[config.mk]
export PLATFORM = sky130hd
export DESIGN_NAME = instr_fetch
export DESIGN_NICKNAME = d
export VERILOG_FILES = /design/src/rtl/instr_fetch.sv
export SDC_FILE = /design/constraint.sdc
export NUM_CORES = 1
export LEC_CHECK = 0
export CORE_ASPECT_RATIO = 1.1
export CORE_MARGIN = 2
export CORE_UTILIZATION = 25
export DETAILED_ROUTE_END_ITERATION = 16
export GPL_TIMING_DRIVEN = 0
export PLACE_DENSITY = 0.51
export SYNTH_ARGS = -nofsm -noshare
export SYNTH_HDL_FRONTEND = slang
export SYNTH_SLANG_ARGS = --single-unit
[constraint.sdc]
create_clock -name clk -period 8.7 [get_ports clk]
set_input_delay 0.87 -clock clk [delete_from_list [all_inputs] [get_ports clk]]
set_output_delay 0.87 -clock clk [all_outputs]
set_load 0.005 [all_outputs]
[src/rtl/instr_fetch.sv]
// Instruction fetch unit: owns the PC, fetches one word at a time over req/ack, resolves next PC.
// Optional FETCH_PERF_CNT_EN adds fetch_cnt and redirect_cnt performance counters.
module instr_fetch #(
  parameter logic [31:0] RESET_PC = 32'h0000_0000
) (
  input  logic        clk,
  input  logic        rst_n,
  input  logic        en,
  output logic        imem_req,
  output logic [31:0] imem_addr,
  input  logic        imem_ack,
  input  logic [31:0] imem_rdata,
  output logic [31:0] instr,
  output logic        instr_valid,
  input  logic        instr_ready,
  output logic [31:0] pc,
  output logic [31:0] pc_plus4,
  input  logic        beq,
  input  logic        bne,
  input  logic        j,
  input  logic        zero
`ifdef FETCH_PERF_CNT_EN
  ,
  output logic [31:0] fetch_cnt,
  output logic [31:0] redirect_cnt
`endif
);

  typedef enum logic [1:0] {StIdle, StFetch, StHold} state_e;

  state_e      state_q, state_d;
  logic        req_q, req_d;
  logic [31:0] addr_q, addr_d;
  logic [31:0] instr_q, instr_d;
  logic        valid_q, valid_d;
  logic [31:0] pc_q, pc_d;
  logic [31:0] pc_plus4_q, pc_plus4_d;

  logic        consume;
  logic        fetch_done;
  logic        taken_br;
  logic [31:0] jump_target;
  logic [31:0] br_target;
  logic [31:0] next_pc;

  // Decoder controls only matter on the consume cycle; all arithmetic wraps mod 2^32.
  assign consume     = valid_q & instr_ready;
  assign taken_br    = (beq & zero) | (bne & ~zero);
  assign jump_target = {pc_plus4_q[31:28], instr_q[25:0], 2'b00};
  assign br_target   = pc_plus4_q + {{14{instr_q[15]}}, instr_q[15:0], 2'b00};

  always_comb begin
    next_pc = pc_plus4_q;
    if (j) begin
      next_pc = jump_target;
    end else if (taken_br) begin
      next_pc = br_target;
    end
  end

  always_comb begin
    state_d    = state_q;
    req_d      = req_q;
    addr_d     = addr_q;
    instr_d    = instr_q;
    valid_d    = valid_q;
    pc_d       = pc_q;
    pc_plus4_d = pc_plus4_q;
    fetch_done = 1'b0;
    unique case (state_q)
      StIdle: begin
        if (en) begin
          req_d   = 1'b1;
          state_d = StFetch;
        end
      end
      StFetch: begin
        // An outstanding request always completes, regardless of en.
        if (imem_ack) begin
          instr_d    = imem_rdata;
          pc_d       = addr_q;
          pc_plus4_d = addr_q + 32'd4;
          valid_d    = 1'b1;
          req_d      = 1'b0;
          fetch_done = 1'b1;
          state_d    = StHold;
        end
      end
      StHold: begin
        if (consume) begin
          valid_d = 1'b0;
          addr_d  = next_pc;
          req_d   = en;
          state_d = en ? StFetch : StIdle;
        end
      end
      default: begin
        state_d = StIdle;
        req_d   = 1'b0;
        valid_d = 1'b0;
      end
    endcase
  end

  always_ff @(posedge clk or negedge rst_n) begin
    if (!rst_n) begin
      state_q    <= StIdle;
      req_q      <= 1'b0;
      addr_q     <= RESET_PC;
      instr_q    <= 32'h0;
      valid_q    <= 1'b0;
      pc_q       <= RESET_PC;
      pc_plus4_q <= RESET_PC + 32'd4;
    end else begin
      state_q    <= state_d;
      req_q      <= req_d;
      addr_q     <= addr_d;
      instr_q    <= instr_d;
      valid_q    <= valid_d;
      pc_q       <= pc_d;
      pc_plus4_q <= pc_plus4_d;
    end
  end

  assign imem_req    = req_q;
  assign imem_addr   = addr_q;
  assign instr       = instr_q;
  assign instr_valid = valid_q;
  assign pc          = pc_q;
  assign pc_plus4    = pc_plus4_q;

`ifdef FETCH_PERF_CNT_EN
  logic [31:0] fetch_cnt_q;
  logic [31:0] redirect_cnt_q;

  always_ff @(posedge clk or negedge rst_n) begin
    if (!rst_n) begin
      fetch_cnt_q    <= 32'h0;
      redirect_cnt_q <= 32'h0;
    end else begin
      if (fetch_done) begin
        fetch_cnt_q <= fetch_cnt_q + 32'd1;
      end
      if (consume && (state_q == StHold) && (next_pc != pc_plus4_q)) begin
        redirect_cnt_q <= redirect_cnt_q + 32'd1;
      end
    end
  end

  assign fetch_cnt    = fetch_cnt_q;
  assign redirect_cnt = redirect_cnt_q;
`endif

endmodule

== Word-level counts from Yosys, hierarchy flattened ==
Index checks and enable logic that the tools add are counted.
Cells by class
  add/sub/neg operators: 2
  $mul: 0
  div/mod/pow operators: 0
  order comparisons: 0
  equal/unequal tests: 5
  shift-type cells: 0
  muxes and demuxes: 14
  bitwise gates (word level): 6
  reductions and logical operators: 5
Operators by type and width (count)
  2-to-1 mux 32 bit: 2
  adder 32 x 3 -> 32 bit, second input constant: 1
  adder 32 bit: 1
  2-to-1 mux 1 bit: 6
  2-to-1 mux 2 bit: 3
  != test 2 bit, second input constant: 3
  one-hot mux 1 bit (3 select lines): 2
  one-hot mux 2 bit (3 select lines): 1
  AND reduction 3 bit: 2
  AND reduction 2 bit: 2
  bitwise AND 1 bit: 3
  == test 2 x 1 -> 1 bit, second input constant: 1
  == test 2 bit, second input constant: 1
  logical NOT 2 bit: 1
  inverter 1 bit: 2
  OR 1 bit: 1
Storage, ports and cells
  flip-flop bits (word level): 132
  bits in latches: 0
  RAM bits: 0
  ROM bits: 0
  output and inout port bits: 130
  word-level logic and storage cells: 39
  memories: 0

== Logic depth before layout (Yosys ltp) ==
  word-level depth: 5
  mapped depth: 12
  depth with buffers taken out: 12

== Worst setup path before layout ==
Ideal clock, no wire load.
  path kind: reg-to-reg
  start: reg instr_q[0] (netlist: instr[0])
  end: reg addr_q[22] (netlist: imem_addr[22])
  arrival time: 2794 ps
  path slack: 5780 ps
  cell stages (with the launch flop): 12
  buffers on the path: 0
  cells stage by stage: dfrtp_1 ha_1 fa_1 a21o_1 a31o_2 a21oi_2 o211ai_1 a31o_2 a31o_2 xnor2_1 a21oi_1 a221o_1
On the way
  word-level cells in the longest chain between the ends: 3
Ends and longest elaborated chain
  start: declaration: RTL line 34  | logic [31:0] instr_q, instr_d;
  start signal: assignment: RTL line 118  | instr_q <= instr_d;
  adder 32 bit: RTL line 50  | assign br_target = pc_plus4_q + {{14{instr_q[15]}}, instr_q[15:0], 2'b00};
  2-to-1 mux 32 bit: RTL line 56  | end else if (taken_br) begin
  2-to-1 mux 32 bit: RTL line 54  | if (j) begin
  end signal: assignment: RTL line 117  | addr_q <= addr_d;
  end: declaration: RTL line 33  | logic [31:0] addr_q, addr_d;
Every way passes these cells.
A chain may end at the register's enable or synchronous reset.

== Worst setup path in the final report ==
  start: reg instr_q[0] (netlist: instr[0])
  end: reg addr_q[24] (netlist: imem_addr[24])
Same word-level chain as after synthesis.

==> impl_metrics.ini <==
[run_status]
status = complete, no violations

[route]
drt_iter0_drc = 310
via_per_inst = 4.76
vias = 6175
wire_per_inst_um = 18.1
drt_first_pass_iters = 5
drt-total-wl_um = 23500
drc = 0
ant_nets = 0

[timing]
finalCritPeriodShare_pct = 39.7
setup_viol = 0
slew_viol_final = 0
rsz0062_at_grt = no
period_minus_slack_ns = 3.45
max_freq_ghz = 0.290
worst-slew-pin-transition_ns = 0.988
hold_viol = 0
fin_tns_setup_ns = 0
slew-limit-headroom_pct = 34.0
fin_skew_ns = 0.00896

[power_and_ir_drop]
sw_frac_of_total_pct = 39.0
power.leakage_nw = 4.11
p_sw_mw = 1.54
ir_worst_vdd_uv = 111
seq_power_share_pct = 31.1
internal-power_mw = 2.40
pwr-share-clk_pct = 17.4
comb_power_share_pct = 51.5
p_per_area_nw_per_um2 = 397
power_mw = 3.94

[finish]
drive_above_1_share_pct = 12.1
nets = 988
n_antenna_cell = 0
regArea_um2 = 3250
final_common_cell = clkdlybuf4s50_1
design_area_um2 = 9930
syn_to_final_growth_pct = 37.8
multi_input_area_um2 = 3780
fillers = 2951
layout_common_cells = 169 x clkdlybuf4s50_1, 129 x dfrtp_1, 100 x nand2_1

[grt]
grt_pass1_vias = 6219
antenna_found_initial = 0
grt_start_max_net_pins = 73
grt_pass1_wl_um = 36800
grtUsageTotal_pct = 15.8
gr-total-overflow = 0

[worst_setup_path]
critPathKind = reg2reg
crit_required_ns = 9.00
r2r-end = imem_addr[24]
r2r_cells = 12
regToRegStartpoint = instr[0]
r2r_slack_ns = 5.25
start_kind = flip-flop
arrival_ns = 3.76
end_kind = flip-flop
cp_max_fo = 4

[placement]
gpl.final_weighted_congestion = 0.851
dpl_cell_area_um2 = 9400
dpl.hpwl_um = 17300
portBuffers = 170

[clock_network]
cts_max_level = 4
clk-insertion-delay-late_ns = 0.43
cts-resized-gates = 0
cts_tree = done
postCtsSetupBuffers = 0
cts-root-buf = clkbuf_16
numClockSinks = 130
clk_path_buf_depth = 2
clkSlewWorstSetupHoldPaths_ns = 0.06
cts_hold_buf = 0
numCtsBuffers = 17

[synthesis]
ys.flop_type = dfrtp_1
ys_ff_latch = 130
synth.cell_area_um2 = 7210
synth-edff-count = 0
yosysUniqueCellTypes = 61
synthesis.nets = 798
async_flop_share_pct = 100
syn_area_per_cell_um2 = 9.93
synth_seq_area_share_pct = 45.2
ys.warnings.count = 0
syn_inst = 726

[floorplanning]
design.core.area_um2 = 28500
boundaryPins = 171
initial_utilization_pct = 25.2
die_w_um = 166
rows = 65
die_y_um = 182
die-area_um2 = 30200

[worst_hold_path]
hold_class = in2async

[run]
drv_cap = 0
-- metrics by stage --
step	worst slack, ns	hold WS (ns)	util, %	cells
3_3_place_gp	1.02	0.463	32.8	1264
2_1_floorplan	5.78	0.473	-	726
4_1_cts	5.27	0.498	34.8	1297
5_1_grt	4.99	0.506	34.8	1297
3_5_place_dp	5.07	0.493	32.9	1265
6_report	5.25	0.451	34.8	1297
-- registers in the layout, summed over array words and instances, names as in the netlist --
signal and cells:
pc_plus4 30, state_q 2, instr 32, instr_valid 1, imem_addr 32, pc 32, imem_req 1
-- power groups by stage --
stage	clock network, mW	registers, mW	logic [mW]
2_1_floorplan	0	1.15	1.17
3_3_place_gp	0	1.24	2.02
3_5_place_dp	0	1.25	2.03
4_1_cts	0.708	1.24	2.05
5_1_grt	0.732	1.28	2.25
6_report	0.687	1.23	2.03
-- how the worst max path moves through the flow --
| stage | from | to | cells after the start |
|---|---|---|---|
| global route | instr[0] | imem_addr[24] | 12 |
| detailed placement | imem_ack | instr[22] | 5 |
| global placement | rst_n | imem_req | 1 |
| floorplan | instr[0] | imem_addr[22] | 11 |
| CTS | instr[0] | imem_addr[24] | 12 |
| finish | instr[0] | imem_addr[24] | 12 |
-- worst max-delay path: stages (launching register included) --
cell and delay [ns]:
dfrtp_1 0.42, ha_1 0.24, fa_1 0.41, a21o_1 0.22, a31o_2 0.25, a21oi_2 0.20
o211ai_1 0.20, a41oi_1 0.42, o311ai_0 0.31, nor2b_1 0.23, o21ai_0 0.23, nand3b_1 0.14
nand3_1 0.08
-- kinds of logic after synthesis --
group / share of synthesized area [%]
AOI/OAI and AO/OA: 16.7
xor gates and xnor gates: 6.08
adders and majority gates: 5.49
buffers and inverters: 2.38
DFF: 45.2
muxes: 10.7
and+or+nand+nor: 13.5
-- area by class of cell --
| cell class | instances | share of cell area, % |
|---|---|---|
| inverter | 5 | 0.189 |
| clock inverter | 5 | 0.529 |
| buffer | 34 | 1.54 |
| timing repair buffer | 171 | 17.4 |
| sequential | 130 | 32.8 |
| multi-input combinational | 557 | 38.1 |
| tap | 368 | 4.64 |
| clock buffer | 27 | 4.86 |
-- metal layers --
metal  up-vias  GRT usage [%]  share of wire, %
met5         -              0                 0
met4         0           4.00               1.4
met3        24           3.80               4.2
met2       138           26.7                49
met1      3036           20.2                45
li1       2977              -                 -
-- cell usage after synthesis (all sizes together), types with 7 or more instances --
cell    number  area (um2)
a21o        14         108
o21bai       7        63.8
a21oi       50         262
nor2        41         154
clkbuf      30         123
nand3       22         110
mux2        65         732
nand4        8        50.1
xor2        30         263
ha          30         375
xnor2       20         175
dfrtp      129        3230
o211ai      12        90.1
o21ai       81         409
a31oi        8        50.1
nand2      101         382
Power figures use the tool's default switching activity.
